**src/rtl/mux_scan_sequencer_pkg.sv**
```systemverilog
`default_nettype none
// ============================================================================
// Module   : mux_scan_sequencer_pkg
// Brief    : Shared state encoding, size defaults and settle-load helper for
//            the 16-to-1 mux scan sequencer.
// Revision : 1.0 - initial release
// ============================================================================
package mux_scan_sequencer_pkg;

  localparam int N_CH_DEF  = 16;
  localparam int SEL_W_DEF = 4;
  localparam int CNT_W     = 4;

  typedef enum logic [1:0] {
    ST_IDLE   = 2'd0,
    ST_SETTLE = 2'd1,
    ST_SAMPLE = 2'd2,
    ST_HOLD   = 2'd3
  } state_e;

  // The settle counter holds "remaining idle cycles minus one" so that the
  // zero flag marks the last SETTLE cycle and SAMPLE follows on the next edge.
  function automatic logic [CNT_W-1:0] settle_load(input int settle);
    if (settle <= 0) begin
      return '0;
    end
    return CNT_W'(settle - 1);
  endfunction

endpackage
`default_nettype wire

```
**src/rtl/mux_scan_settle_cnt.sv**
```systemverilog
`default_nettype none
// ============================================================================
// Module   : mux_scan_settle_cnt
// Brief    : Loadable saturating down-counter timing the settle interval
//            after each select change.
// Revision : 1.0 - initial release
// ============================================================================
module mux_scan_settle_cnt
  import mux_scan_sequencer_pkg::*;
(
  input  logic             clk,
  input  logic             reset,
  input  logic             load,
  input  logic [CNT_W-1:0] load_val,
  output logic             zero
);

  logic [CNT_W-1:0] cnt_q;

  // Load on request, otherwise count down and park at zero.
  always_ff @(posedge clk or posedge reset) begin
    if (reset) begin
      cnt_q <= '0;
    end else if (load) begin
      cnt_q <= load_val;
    end else if (cnt_q != '0) begin
      cnt_q <= cnt_q - CNT_W'(1);
    end
  end

  assign zero = (cnt_q == '0);

endmodule
`default_nettype wire

```
**src/rtl/mux_scan_sequencer.sv**
```systemverilog
`default_nettype none
// ============================================================================
// Module   : mux_scan_sequencer
// Brief    : Steps the mux select through every channel, waits a settle time,
//            samples the mux output and presents one snapshot per scan over a
//            valid/ready handshake.
// Options  : SCAN_CHANGE_DETECT_EN adds changed/any_change outputs comparing
//            each new snapshot with the last accepted one.
// Revision : 1.0 - initial release
// ============================================================================
module mux_scan_sequencer
  import mux_scan_sequencer_pkg::*;
#(
  parameter int N_CH   = N_CH_DEF,
  parameter int SEL_W  = SEL_W_DEF,
  parameter int SETTLE = 1
) (
  input  logic              clk,
  input  logic              reset,
  input  logic              start,
  input  logic              f,
  output logic [SEL_W-1:0]  s,
  output logic              busy,
  output logic [0:N_CH-1]   snap,
  output logic              snap_valid,
`ifdef SCAN_CHANGE_DETECT_EN
  output logic [0:N_CH-1]   changed,
  output logic              any_change,
`endif
  input  logic              snap_ready
);

  localparam logic [SEL_W-1:0] c_LAST     = SEL_W'(N_CH - 1);
  localparam logic [CNT_W-1:0] c_LOAD     = settle_load(SETTLE);
  // With no settle time each channel goes straight from select to sample.
  localparam state_e           c_RUN_ST   = (SETTLE == 0) ? ST_SAMPLE : ST_SETTLE;

  state_e            state_q;
  logic [SEL_W-1:0]  s_q;
  logic              busy_q;
  logic [0:N_CH-1]   scratch_q;
  logic [0:N_CH-1]   snap_q;
  logic              snap_valid_q;

  logic [0:N_CH-1]   snap_d;
  logic              w_handshake;
  logic              w_begin;
  logic              w_scan_done;
  logic              w_cnt_load;
  logic              w_cnt_zero;

  assign w_handshake = (state_q == ST_HOLD) && snap_valid_q && snap_ready;
  assign w_begin     = start && ((state_q == ST_IDLE) || w_handshake);
  assign w_scan_done = (state_q == ST_SAMPLE) && (s_q == c_LAST);
  assign w_cnt_load  = w_begin || ((state_q == ST_SAMPLE) && (s_q != c_LAST));

  // Completed snapshot: scratch with the bit sampled this cycle merged in.
  always_comb begin
    snap_d      = scratch_q;
    snap_d[s_q] = f;
  end

  mux_scan_settle_cnt u_settle_cnt (
    .clk      (clk),
    .reset    (reset),
    .load     (w_cnt_load),
    .load_val (c_LOAD),
    .zero     (w_cnt_zero)
  );

  // Scan FSM with registered select, busy, scratch and snapshot outputs.
  always_ff @(posedge clk or posedge reset) begin
    if (reset) begin
      state_q      <= ST_IDLE;
      s_q          <= '0;
      busy_q       <= 1'b0;
      scratch_q    <= '0;
      snap_q       <= '0;
      snap_valid_q <= 1'b0;
    end else begin
      case (state_q)
        ST_IDLE: begin
          if (start) begin
            state_q <= c_RUN_ST;
            s_q     <= '0;
            busy_q  <= 1'b1;
          end
        end
        ST_SETTLE: begin
          if (w_cnt_zero) begin
            state_q <= ST_SAMPLE;
          end
        end
        ST_SAMPLE: begin
          scratch_q[s_q] <= f;
          if (s_q != c_LAST) begin
            s_q     <= s_q + SEL_W'(1);
            state_q <= c_RUN_ST;
          end else begin
            snap_q       <= snap_d;
            snap_valid_q <= 1'b1;
            s_q          <= '0;
            busy_q       <= 1'b0;
            state_q      <= ST_HOLD;
          end
        end
        ST_HOLD: begin
          if (w_handshake) begin
            snap_valid_q <= 1'b0;
            if (start) begin
              state_q <= c_RUN_ST;
              s_q     <= '0;
              busy_q  <= 1'b1;
            end else begin
              state_q <= ST_IDLE;
            end
          end
        end
        default: begin
          state_q <= ST_IDLE;
        end
      endcase
    end
  end

  assign s          = s_q;
  assign busy       = busy_q;
  assign snap       = snap_q;
  assign snap_valid = snap_valid_q;

`ifdef SCAN_CHANGE_DETECT_EN
  logic [0:N_CH-1] baseline_q;
  logic [0:N_CH-1] changed_q;
  logic            any_change_q;

  // Compare each new snapshot with the last one the consumer accepted.
  always_ff @(posedge clk or posedge reset) begin
    if (reset) begin
      baseline_q   <= '0;
      changed_q    <= '0;
      any_change_q <= 1'b0;
    end else begin
      if (w_handshake) begin
        baseline_q <= snap_q;
      end
      if (w_scan_done) begin
        changed_q    <= snap_d ^ baseline_q;
        any_change_q <= |(snap_d ^ baseline_q);
      end
    end
  end

  assign changed    = changed_q;
  assign any_change = any_change_q;
`endif

endmodule
`default_nettype wire

```
**config.mk**
```make
export PLATFORM = sky130hd
export DESIGN_NAME = mux_scan_sequencer
export DESIGN_NICKNAME = d
export VERILOG_FILES = /design/src/rtl/mux_scan_sequencer_pkg.sv /design/src/rtl/mux_scan_settle_cnt.sv /design/src/rtl/mux_scan_sequencer.sv
export SDC_FILE = /design/constraint.sdc
export NUM_CORES = 1
export LEC_CHECK = 0
export ABC_AREA = 1
export CORE_ASPECT_RATIO = 1.1
export CORE_MARGIN = 2
export CORE_UTILIZATION = 40
export CTS_CLUSTER_SIZE = 40
export DETAILED_ROUTE_END_ITERATION = 8
export PLACE_DENSITY = 0.63
export SLEW_MARGIN = 10
export SYNTH_ARGS = -nofsm -noshare
export SYNTH_HDL_FRONTEND = slang
export SYNTH_HIERARCHICAL = 1
export SYNTH_SLANG_ARGS = --single-unit
```
**constraint.sdc**
```tcl
create_clock -name clk -period 2.42 [get_ports clk]
set_input_delay 0.363 -clock clk [delete_from_list [all_inputs] [get_ports clk]]
set_output_delay 0.363 -clock clk [all_outputs]
set_load 0.01 [all_outputs]
```
After elaboration in Yosys (flattened, before gate mapping)
Cells that the tools add are included.
Cells by class
  $lt $le $gt $ge: 2
  div/mod/pow operators: 0
  bitwise logic cells: 2
  multiply operators: 0
  equality and inequality tests: 8
  mux-type cells: 22
  add/sub/neg operators: 2
  reduce and logical (&&, ||, !) cells: 18
  shift-type cells: 0
Operators by type and width (number)
  4-bit 2-to-1 mux: 5
  16-bit bitwise mux: 1
  4-bit one-hot mux with 3 select lines: 1
  3-bit AND reduction: 3
  2-bit 2-to-1 mux: 4
  2-bit one-hot mux with 4 select lines: 1
  1-bit 2-to-1 mux: 7
  2-bit inequality test (second input constant): 3
  5-bit greater-or-equal comparator (second input constant): 1
  1-bit logical AND: 5
  5-bit by 1-bit < comparator with 1-bit output (second input constant): 1
  4-bit inverter with 5-bit output: 1
  4-bit by 1-bit adder with 4-bit output (second input constant): 1
  1-bit demux with 4-bit select: 1
  2-bit == test (second input constant): 2
  4-bit logical NOT: 1
  4-bit inequality test (second input constant): 1
  2-bit AND reduction: 2
  2-bit nonzero test: 2
  4-bit nonzero test: 1
  4-bit by 1-bit subtractor with 4-bit output (second input constant): 1
  1-bit one-hot mux with 3 select lines: 1
  3-bit nonzero test: 1
  2-bit by 1-bit == test with 1-bit output (second input constant): 1
  5 further kinds: 6
Storage, ports and cells
  register bits after elaboration: 44
  memories: 0
  ROM bits: 0
  latch bits: 0
  RAM bits: 0

Longest topological paths before layout
Gate-level depths: netlist of the first run.
  word-level depth: 7
  mapped depth: 11
  mapped depth without buffers: 11

Cells and area by module
Netlist of the first run, hierarchy kept.
Modules (own cells, without submodules)
  mux_scan_sequencer: area each 2042.0 µm², instances 1, sequential area each 975.9 µm², cells each 247
  mux_scan_settle_cnt: area each 259.0 µm², instances 1, sequential area each 100.1 µm², cells each 38

Least setup slack after synthesis of the first run
No wires, ideal clock.
  kind: register -> register
  start: reg s_q[0] (netlist: s[0])
  end: reg u_settle_cnt.cnt_q[3]
  library setup time: 116 ps
  data arrival time: 1412 ps
  slack: 892 ps
  required time: 2304 ps
  cell stages (with the launch flop): 11
  period minus slack after synthesis: 1528 ps
  buffers on the path: 1
  cells stage by stage: dfrtp_1 -> ha_1 -> buf_4 -> nand2_4 -> nand2_1 -> nand2_1 -> inv_2 -> nand2_1 -> inv_1 -> nand2_1 -> nand2_1
On the way
  cells in the longest elaborated chain, start to end: 4
  elaborated cells between the ends (all ways): 5
Ends and longest elaborated chain
  start, declared: RTL line mux_scan_sequencer.sv:39  | logic [SEL_W-1:0] s_q;
  start signal, assigned: RTL line mux_scan_sequencer.sv:97  | s_q <= s_q + SEL_W'(1);
  4-bit inequality test (*): RTL line mux_scan_sequencer.sv:55  | assign w_cnt_load = w_begin || ((state_q == ST_SAMPLE) && (s_q != c_LAST));
  1-bit logical AND (*): RTL line mux_scan_sequencer.sv:55
  1-bit logical OR (*): RTL line mux_scan_sequencer.sv:55
  named net w_cnt_load: RTL line mux_scan_sequencer.sv:49  | logic w_cnt_load;
  4-bit 2-to-1 mux or 2-bit nonzero test (tied branches)
  end signal, assigned: RTL line mux_scan_settle_cnt.sv:25  | cnt_q <= load_val;
  end signal, assigned: RTL line mux_scan_settle_cnt.sv:27  | cnt_q <= cnt_q - CNT_W'(1);
  end, declared: RTL line mux_scan_settle_cnt.sv:18  | logic [CNT_W-1:0] cnt_q;
The timed path passes the listed nets; every way through them passes the cells marked *.
A chain may end at the register's enable or synchronous reset.

Worst setup path after layout of the first run
  start: reg s_q[2] (netlist: s[2])
  end: out s[2]
RTL lines
  end, declared: RTL line mux_scan_sequencer.sv:22  | output logic [SEL_W-1:0] s,
No word-level cell between the ends.

==> results of run 1 <==
## path summary, 6_finish.rpt
check                                   from                     to  slack [ns]  cells after the start
worst max-delay path                    s[2]                   s[2]        0.49                      1
worst min-delay path                   reset  u_settle_cnt/cnt_q[2]        0.28                      2
worst max register to register          s[0]  u_settle_cnt/cnt_q[1]        0.68                      8
worst min register to register  scratch_q[9]           scratch_q[9]        0.48                      2
max in group asynchronous              reset           scratch_q[0]        1.55                      3
min in group clk                scratch_q[9]           scratch_q[9]        0.48                      2
## registers in the layout, summed over array words and instances, names as in the netlist
| signal | count |
|---|---|
| s | 4 |
| state_q | 2 |
| busy | 1 |
| snap_valid | 1 |
| snap | 16 |
| scratch_q | 15 |
| u_settle_cnt/cnt_q | 4 |
## worst reg2reg max path: cells and delay by family (launching register included)
kind	cells	cell delay [ns]
flops	1	0.45
fa+ha+maj	1	0.45
buf+inv	1	0.04
simple gates	6	0.69
## through the flow
step / utilization, % / cells / power (mW)
3_5_place_dp: 47.7 / 381 / 2.44
3_3_place_gp: 47.7 / 381 / 2.41
6_report: 49.5 / 388 / 2.95
5_1_grt: 49.5 / 388 / 3.21
4_1_cts: 49.5 / 388 / 2.99
2_1_floorplan: - / 288 / 2.03
## Yosys cell counts
cell type,instances,share of area (%)
buf_2,4,0.87
buf_4,2,0.65
buf_6,3,1.5
clkinv_2,1,0.22
conb_1,1,0.16
dfrtp_1,43,47
ha_1,5,2.7
inv_1,27,4.4
inv_2,5,0.82
nand2_1,103,17
nand2_2,1,0.27
nand2_4,3,1.5
nand3_1,38,8.3
nand3_2,7,3.0
nand4_1,8,2.2
nor2_1,5,0.82
nor2_2,2,0.54
nor2_4,1,0.49
nor2_8,2,1.7
o21ai_0,12,2.6
o21ai_1,3,0.65
o21bai_1,7,2.3
xnor2_1,1,0.38
xor2_1,1,0.38
## area by class of cell
type | instances | area (um2)
flip-flops and latches | 43 | 1080
repair buffers | 27 | 268
inverters | 33 | 125
clock inverters | 1 | 30.0
well taps | 75 | 93.8
fillers | 556 | 2760
clock buffers | 6 | 72.6
multi-input cells | 203 | 1040
## layout by cell type (no fill, tap or decap), types with 2 or more instances in the layout
| cell type | count |
|---|---|
| nand2_4 | 3 |
| clkdlybuf4s50_1 | 26 |
| o21ai_0 | 12 |
| conb_1 | 4 |
| clkbuf_8 | 5 |
| nand3_2 | 7 |
| nor2_1 | 5 |
| o21bai_1 | 7 |
| inv_1 | 27 |
| nand4_1 | 8 |
| nand2_1 | 103 |
| inv_2 | 5 |
| ha_1 | 5 |
| nor2_8 | 2 |
| o21ai_1 | 3 |
| nand3_1 | 38 |
| dfrtp_1 | 43 |
| nor2_2 | 2 |
## power by group through the flow
| stage | sequential (mW) | combinational [mW] | clock, mW |
|---|---|---|---|
| 2_1_floorplan | 1.18 | 0.854 | 0 |
| 3_3_place_gp | 1.17 | 1.24 | 0 |
| 3_5_place_dp | 1.18 | 1.26 | 0 |
| 4_1_cts | 1.16 | 1.27 | 0.556 |
| 5_1_grt | 1.20 | 1.43 | 0.578 |
| 6_report | 1.16 | 1.25 | 0.537 |
## routing by layer
metal	wire (um)	up-vias	share of wire, %	track usage (%)
met3	178	7	3.8	3.03
met4	84	0	1.8	6.61
met1	2310	858	49	21.5
met2	2170	34	46	26.3
li1	-	963	-	-
met5	0	-	0	0
## cell families (layout without fill, tap and decap cells)
logic type,count (synthesis),in the layout,share of synthesized area [%]
and+or+nand+nor,170,170,35.6
DFF,43,43,46.8
buffers and inverters,42,67,8.43
AOI/OAI and AO/OA,22,22,5.55
adders and majority gates,5,5,2.72
xor gates and xnor gates,2,2,0.761
other,1,4,0.163
==> impl_results.md, run 1 <==
- Status: finished, final reports clean
- CTS Buffer Depth: 2
- First-pass GRT wire length: 8400 um
- Placed wire-length estimate: about 3300 um
- Via count: 1,862
- Postcts setup bufs: 0
- WL final: 4750 um
- Relative slew slack: 66.4%
- Clock Sinks: between 40 and 50
- Unrepaired setup endpoints after global routing: no
- Hold WS: 0.280 ns
- Post-Syn Area: between 0.002 and 0.0025 mm2
- Avg WL per Cell: 12.2 um
- PnR worst setup slack: roughly 0.49 ns
- Syn avg cell area: 8.07 um2
- P_int: 1.78 mW
- Leakage: 1.36 nW
- Worst EP required: ~2.1 ns
- Seq/Total Area, Yosys: 46.8%
- Final Max Tran Viols: 0
- Post-route ant nets: 0
- Share of post-route cells with drive strength above 1: 9.27%
- Vias per cell: between 4 and 5
- Critical Path Sink Type: output port
- MaxCap Viol Count: 0
- Buffers & Inverters on Critical Path: 1
- Hold Crit Class: input pin to asynchronous set/reset pin
- Worst Setup Start Kind: flop
- Setup Skew: 0.00615 ns
- ANT cells: 0
- CTS tree: done
- GPL Wtd Cong: 0.816
- Net Sw Frac: 39.6%
- Clock Latency Late Sink: 0.29 ns
- Row cnt: 28
- Post_cts resized: 0
- Initial antenna violation count: 0
- CP max stage cell: dfrtp_1
- Cell Pwr Density: between 1000 and 1500 mW/mm2
- Io pins: 27
- Nets: 323
- Post-route cell area: ~0.0027 mm2
- Core area: 0.00547 mm2
- H-tree level count: 2
- Arr. time, crit path: 1.57 ns
- Worst slack, placed: between 0.6 and 0.7 ns
- Cells after synthesis: 285
- Logic pwr share: 42.3%
- DRT Pass-1 Iters: 4
- YS warnings: 6
- Die area: 0.00638 mm2
- GRT Total Usage: 16.3%
- Setup TNS: 0 ns
- 1st-iter DRT viols: 144
- Min cycle time layout: a little under 2 ns
- CP peak stage delay: 0.65 ns
- Slew @ Worst Pin: a little over 0.5 ns
- Clock slew at reported path FFs: 0.08 ns
- Largest net degree at the start of global routing: 40
- Final hold violation count: 0
- Die X: 76.3 um
- Placed cell area: approximately 0.0026 mm2
- Die H: 83.5 um
- Layout area overhead: 17.7%
- Number of global-route vias before repair: between 1.5k and 2k
- Buffers added on ports: 26
- Distinct cells, synth: 24
- Final worst-path cycle share: 79.9%
- Congestion Overflow GR: 0
- DRC viols: 0
- Net Sw Power: between 1 and 1.5 mW
- Root buf cell: clkbuf_8
- Reg power frac: about 39%
- CTS Hold Bufs: 0
- Synthesized flop and latch total: 43
- Fmax: just over 500 MHz
- Max Fanout on Critical Path: 13
- Clk pwr share: 18.2%
- Initial cell density of the core: 42.1%
- Crit path cell chain: clkdlybuf4s50_1
- CP Class: flop to output port
- Top Family by Delay on Critical Path: flip-flops
- Number of buffers created by CTS: 5
- Worst IR Drop VDD: ~650 uV
- Setup Viol. Count Final: 0
Note: power is estimated with default switching activity, not from simulation.
==> run 2: changes to the inputs <==
clock period = 1.8 ns   (was 2.42 ns; I/O delays follow)
==> impl_results.md, run 2 (synthesis gave the netlist of run 1 again) <==
- Post-route cell area: about 0.0028 mm2
- Arr. time, crit path: 1.47 ns
- Core area: 0.00547 mm2
- Most frequent cells in the layout: nand2_1, dfrtp_1, nand3_1, inv_1, clkdlybuf4s50_1
- Number of buffers created by CTS: 5
- Post-Route Utilization: 50.8%
- Min cycle time layout: 1.74 ns
- Leakage: 1.40 nW
- Avg WL per Cell: approximately 13 um
- Setup TNS: 0 ns
- Setup Skew: 0.00723 ns
- Io pins: 27
- Via count: 1,925
- Critical Path Sink Type: output port
- PnR worst setup slack: approximately 0.065 ns
- Commonest non-fill, non-tap cell in the layout: nand2_1
- Final Max Tran Viols: 0
- Die H: 83.5 um
- Number of global-route vias before repair: 1,907
- Share of post-route cells with drive strength above 1: between 10% and 20%
- Max Fanout on Critical Path: 12
- Placed cell area: 0.00267 mm2
- Layout area overhead: 20.6%
- Final worst-path cycle share: 96.4%
- Root buf cell: clkbuf_8
- Vias per cell: 4.87
- CP Class: flop to output port
- GRT Total Usage: 17.2%
- H-tree level count: 2
- WL final: 4980 um
- Placed wire-length estimate: around 3500 um
- Final hold violation count: 0
- Initial antenna violation count: 0
- Clock Sinks: 43
- Die X: about 76 um
- Clock Latency Late Sink: 0.30 ns
- Status: finished, final reports clean
- Post-route ant nets: 0
- Nets: 330
- Die area: 0.00638 mm2
- First-pass GRT wire length: around 9000 um
- CTS Hold Bufs: 0
- GPL Wtd Cong: 0.807
- Worst EP required: 1.53 ns
- Worst Setup Start Kind: flop
- Clock slew at reported path FFs: 0.08 ns
- 1st-iter DRT viols: 115
- Worst IR Drop VDD: 842 uV
- Worst slack, placed: 0.0796 ns
- DRC viols: 0
- Post_cts resized: 0
- CTS tree: done
- Setup Viol. Count Final: 0
- Largest net degree at the start of global routing: 40
- Fmax: 576 MHz
- Row cnt: 28
- Postcts setup bufs: 0
- Unrepaired setup endpoints after global routing: no
- Buffers added on ports: 26
- CTS Buffer Depth: 2
- Congestion Overflow GR: 0
- Initial cell density of the core: 42.1%
- ANT cells: 0
- Number of flip-flops in the largest register: 16
- Cell Pwr Density: ~1500 mW/mm2
- MaxCap Viol Count: 0
- Hold Crit Class: input pin to asynchronous set/reset pin
- DRT Pass-1 Iters: 4
run 2: layout make-up:
| cell class | count | area (um2) |
|---|---|---|
| Tap cell | 75 | 93.8 |
| Timing Repair Buffer | 34 | 333 |
| Clock buffer | 6 | 72.6 |
| Fill cell | 550 | 2690 |
| Sequential cell | 43 | 1080 |
| Multi-Input combinational cell | 203 | 1040 |
| Inverter | 33 | 125 |
| Clock inverter | 1 | 30.0 |
run 2: worst max-delay path, cell delays in order, from the launching register on:
cell	delay [ns]
dfrtp_1	0.39
buf_4	0.21
clkdlybuf4s50_1	0.56
run 2: power breakdown:
part / total, mW / switching (mW) / leakage [nW] / internal [mW]
Sequential: 1.54 / 0.229 / 0.493 / 1.31
Clock: 0.727 / 0.321 / 0.0513 / 0.407
Combinational: 1.76 / 1.05 / 0.854 / 0.716
Total: 4.03 / 1.60 / 1.40 / 2.43
run 2: per-stage QoR:
| step | hold WS (ns) | instances | power (mW) |
|---|---|---|---|
| finish | 0.183 | 395 | 4.03 |
| global route | 0.218 | 395 | 4.38 |
| CTS | 0.184 | 395 | 4.08 |
| detailed placement | 0.459 | 388 | 3.33 |
| global placement | 0.455 | 388 | 3.26 |
| floorplan | 0.0361 | 288 | 2.73 |
run 2: routing by layer:
metal / up-vias / part of all wire [%] / wire length, um / GRT usage [%]
li1: 970 / - / - / -
met1: 915 / 48 / 2410 / 22.7
met2: 31 / 46 / 2280 / 27.0
met3: 9 / 3.5 / 175 / 3.90
met4: 0 / 2.2 / 112 / 7.60
met5: - / 0 / 0 / 0
run 2: worst paths after layout:
kind,cells after the start,end,start,slack [ns]
max,2,s[2],s[2],0.06
min,2,u_settle_cnt/cnt_q[1],reset,0.18
max reg2reg,8,u_settle_cnt/cnt_q[1],s[0],0.18
min reg2reg,2,snap[12],snap[12],0.48
max in group asynchronous,3,snap_valid,reset,1.25
min in group clk,2,snap[12],snap[12],0.48
==> run 3: changes to the inputs <==
CTS_BUF_LIST = sky130_fd_sc_hd__clkbuf_8   (was unset)
==> impl_results.md, run 3 (synthesis gave the netlist of run 1 again) <==
- Clock Sinks: 43
- DRC viols: 0
- Initial antenna violation count: 0
- Critical Path Sink Type: output port
- R2R cell count: 8
- Multi-input gate area: approximately 0.0010 mm2
- Hold Crit Class: input pin to asynchronous set/reset pin
- Final hold violation count: 0
- Post-route cell area: 0.00278 mm2
- Post-Route Utilization: about half
- Die area: 0.00638 mm2
- CP Class: flop to output port
- Via count: 1,932
- WL final: just under 5000 um
- Number of buffers created by CTS: 5
- Root buf cell: clkbuf_8
- GPL Wtd Cong: 0.807
- Final worst-path cycle share: 96.2%
- ANT cells: 0
- Arr. time, crit path: 1.46 ns
- Worst Setup Start Kind: flop
- Unrepaired setup endpoints after global routing: no
- DRT Pass-1 Iters: 4
- Commonest non-fill, non-tap cell in the layout: nand2_1
- GRT Total Usage: between 10% and 20%
- H-tree level count: 2
- Buffers added on ports: 26
- 1st-iter DRT viols: 112
- Flop2flop setup slack: 0.17 ns
- Clock slew at reported path FFs: roughly 0.080 ns
- FF-to-FF End: u_settle_cnt/cnt_q[1]
- Fmax: 578 MHz
- Placed cell area: between 0.002 and 0.003 mm2
- Worst IR Drop VDD: 842 uV
- Post-route ant nets: 0
- Most frequent cells in the layout: nand2_1, dfrtp_1, nand3_1, inv_1, clkdlybuf4s50_1
- Worst EP required: 1.53 ns
- Vias per cell: 4.89
- Die X: 76.3 um
- Largest net degree at the start of global routing: 40
- Setup TNS: 0 ns
- RR Startpoint: s[0]
- Status: finished, final reports clean
- Number of global-route vias before repair: 1,907
- Placed cells: 388
- CTS tree: done
- Die H: 83.5 um
- Nets: 330
- Leakage: 1.40 nW
- Initial cell density of the core: 42.1%
- Fin cells: 395
- Row cnt: 28
- CTS Buffer Depth: 2
- Number of flip-flops in the largest register: 16
- Layout area overhead: 20.6%
- Core area: 0.00547 mm2
- First-pass GRT wire length: 8830 um
- Max Fanout on Critical Path: 12
- Min cycle time layout: 1.73 ns
- Clock Latency Late Sink: about 0.3 ns
- Congestion Overflow GR: 0
- Share of post-route cells with drive strength above 1: 11.6%
- Placed wire-length estimate: approximately 3500 um
- Avg WL per Cell: 12.6 um
- Setup Skew: ~0.0072 ns
- MaxCap Viol Count: 0
- Setup Viol. Count Final: 0
- Register area: roughly 0.0011 mm2
- Final Max Tran Viols: 0
- Io pins: 27
- Cell Pwr Density: roughly 1400 mW/mm2
- FILL cells: 550
## run 3: cell count changes in the layout (fill, tap and decap cells not counted)
cell / change
clkbuf_1: -1
inv_1: +1
## run 3: where the power goes
part           switching, mW  internal [mW]  total (mW)
sequential             0.229           1.31        1.54
combinational           1.05          0.716        1.76
clock                  0.321          0.401       0.722
## run 3: per-layer routing
| metal | GRT usage, % | wire, um | vias up |
|---|---|---|---|
| met3 | 3.90 | 196 | 9 |
| met2 | 27.0 | 2300 | 39 |
| li1 | - | - | 969 |
| met5 | 0 | 0 | - |
| met1 | 22.7 | 2370 | 915 |
| met4 | 7.60 | 112 | 0 |
## run 3: worst max-delay path, cell delays in order, from the launching register on
cell and delay [ns]:
dfrtp_1 0.39, buf_4 0.21, clkdlybuf4s50_1 0.56
## run 3: layout make-up
class / count / share of cell area [%]
sequential: 43 / 38.8
tap: 75 / 3.38
clock inverter: 2 / 1.22
timing repair buffer: 34 / 12.0
clock buffer: 5 / 2.48
inverter: 33 / 4.51
multi-input combinational: 203 / 37.6
## run 3: worst max-delay path by stage
stage,from,end,slack (ns),cells past startpoint
2_1_floorplan,s[0],u_settle_cnt/cnt_q[3],0.27,10
3_3_place_gp,s[0],u_settle_cnt/cnt_q[1],0.18,8
3_5_place_dp,s[0],u_settle_cnt/cnt_q[1],0.08,8
4_1_cts,s[0],u_settle_cnt/cnt_q[1],0.05,8
5_1_grt,s[0],u_settle_cnt/cnt_q[0],0.01,7
6_report,s[2],s[2],0.07,2
## run 3: repair_timing
| action | in CTS | in global routing |
|---|---|---|
| endpoints found under the hold margin | 0 | 0 |
| gates resized for setup | 0 | 1 |
| setup endpoints to repair | 0 | 3 |
| buffers inserted | 0 | 0 |
| hold buffers | 0 | 0 |
## run 3: through the flow
step | total power [mW] | worst slack (ns) | hold slack [ns]
6_report | 4.02 | 0.0687 | 0.183
5_1_grt | 4.38 | 0.0116 | 0.218
4_1_cts | 4.07 | 0.0520 | 0.184
3_5_place_dp | 3.33 | 0.0796 | 0.459
3_3_place_gp | 3.26 | 0.180 | 0.455
2_1_floorplan | 2.73 | 0.272 | 0.0361
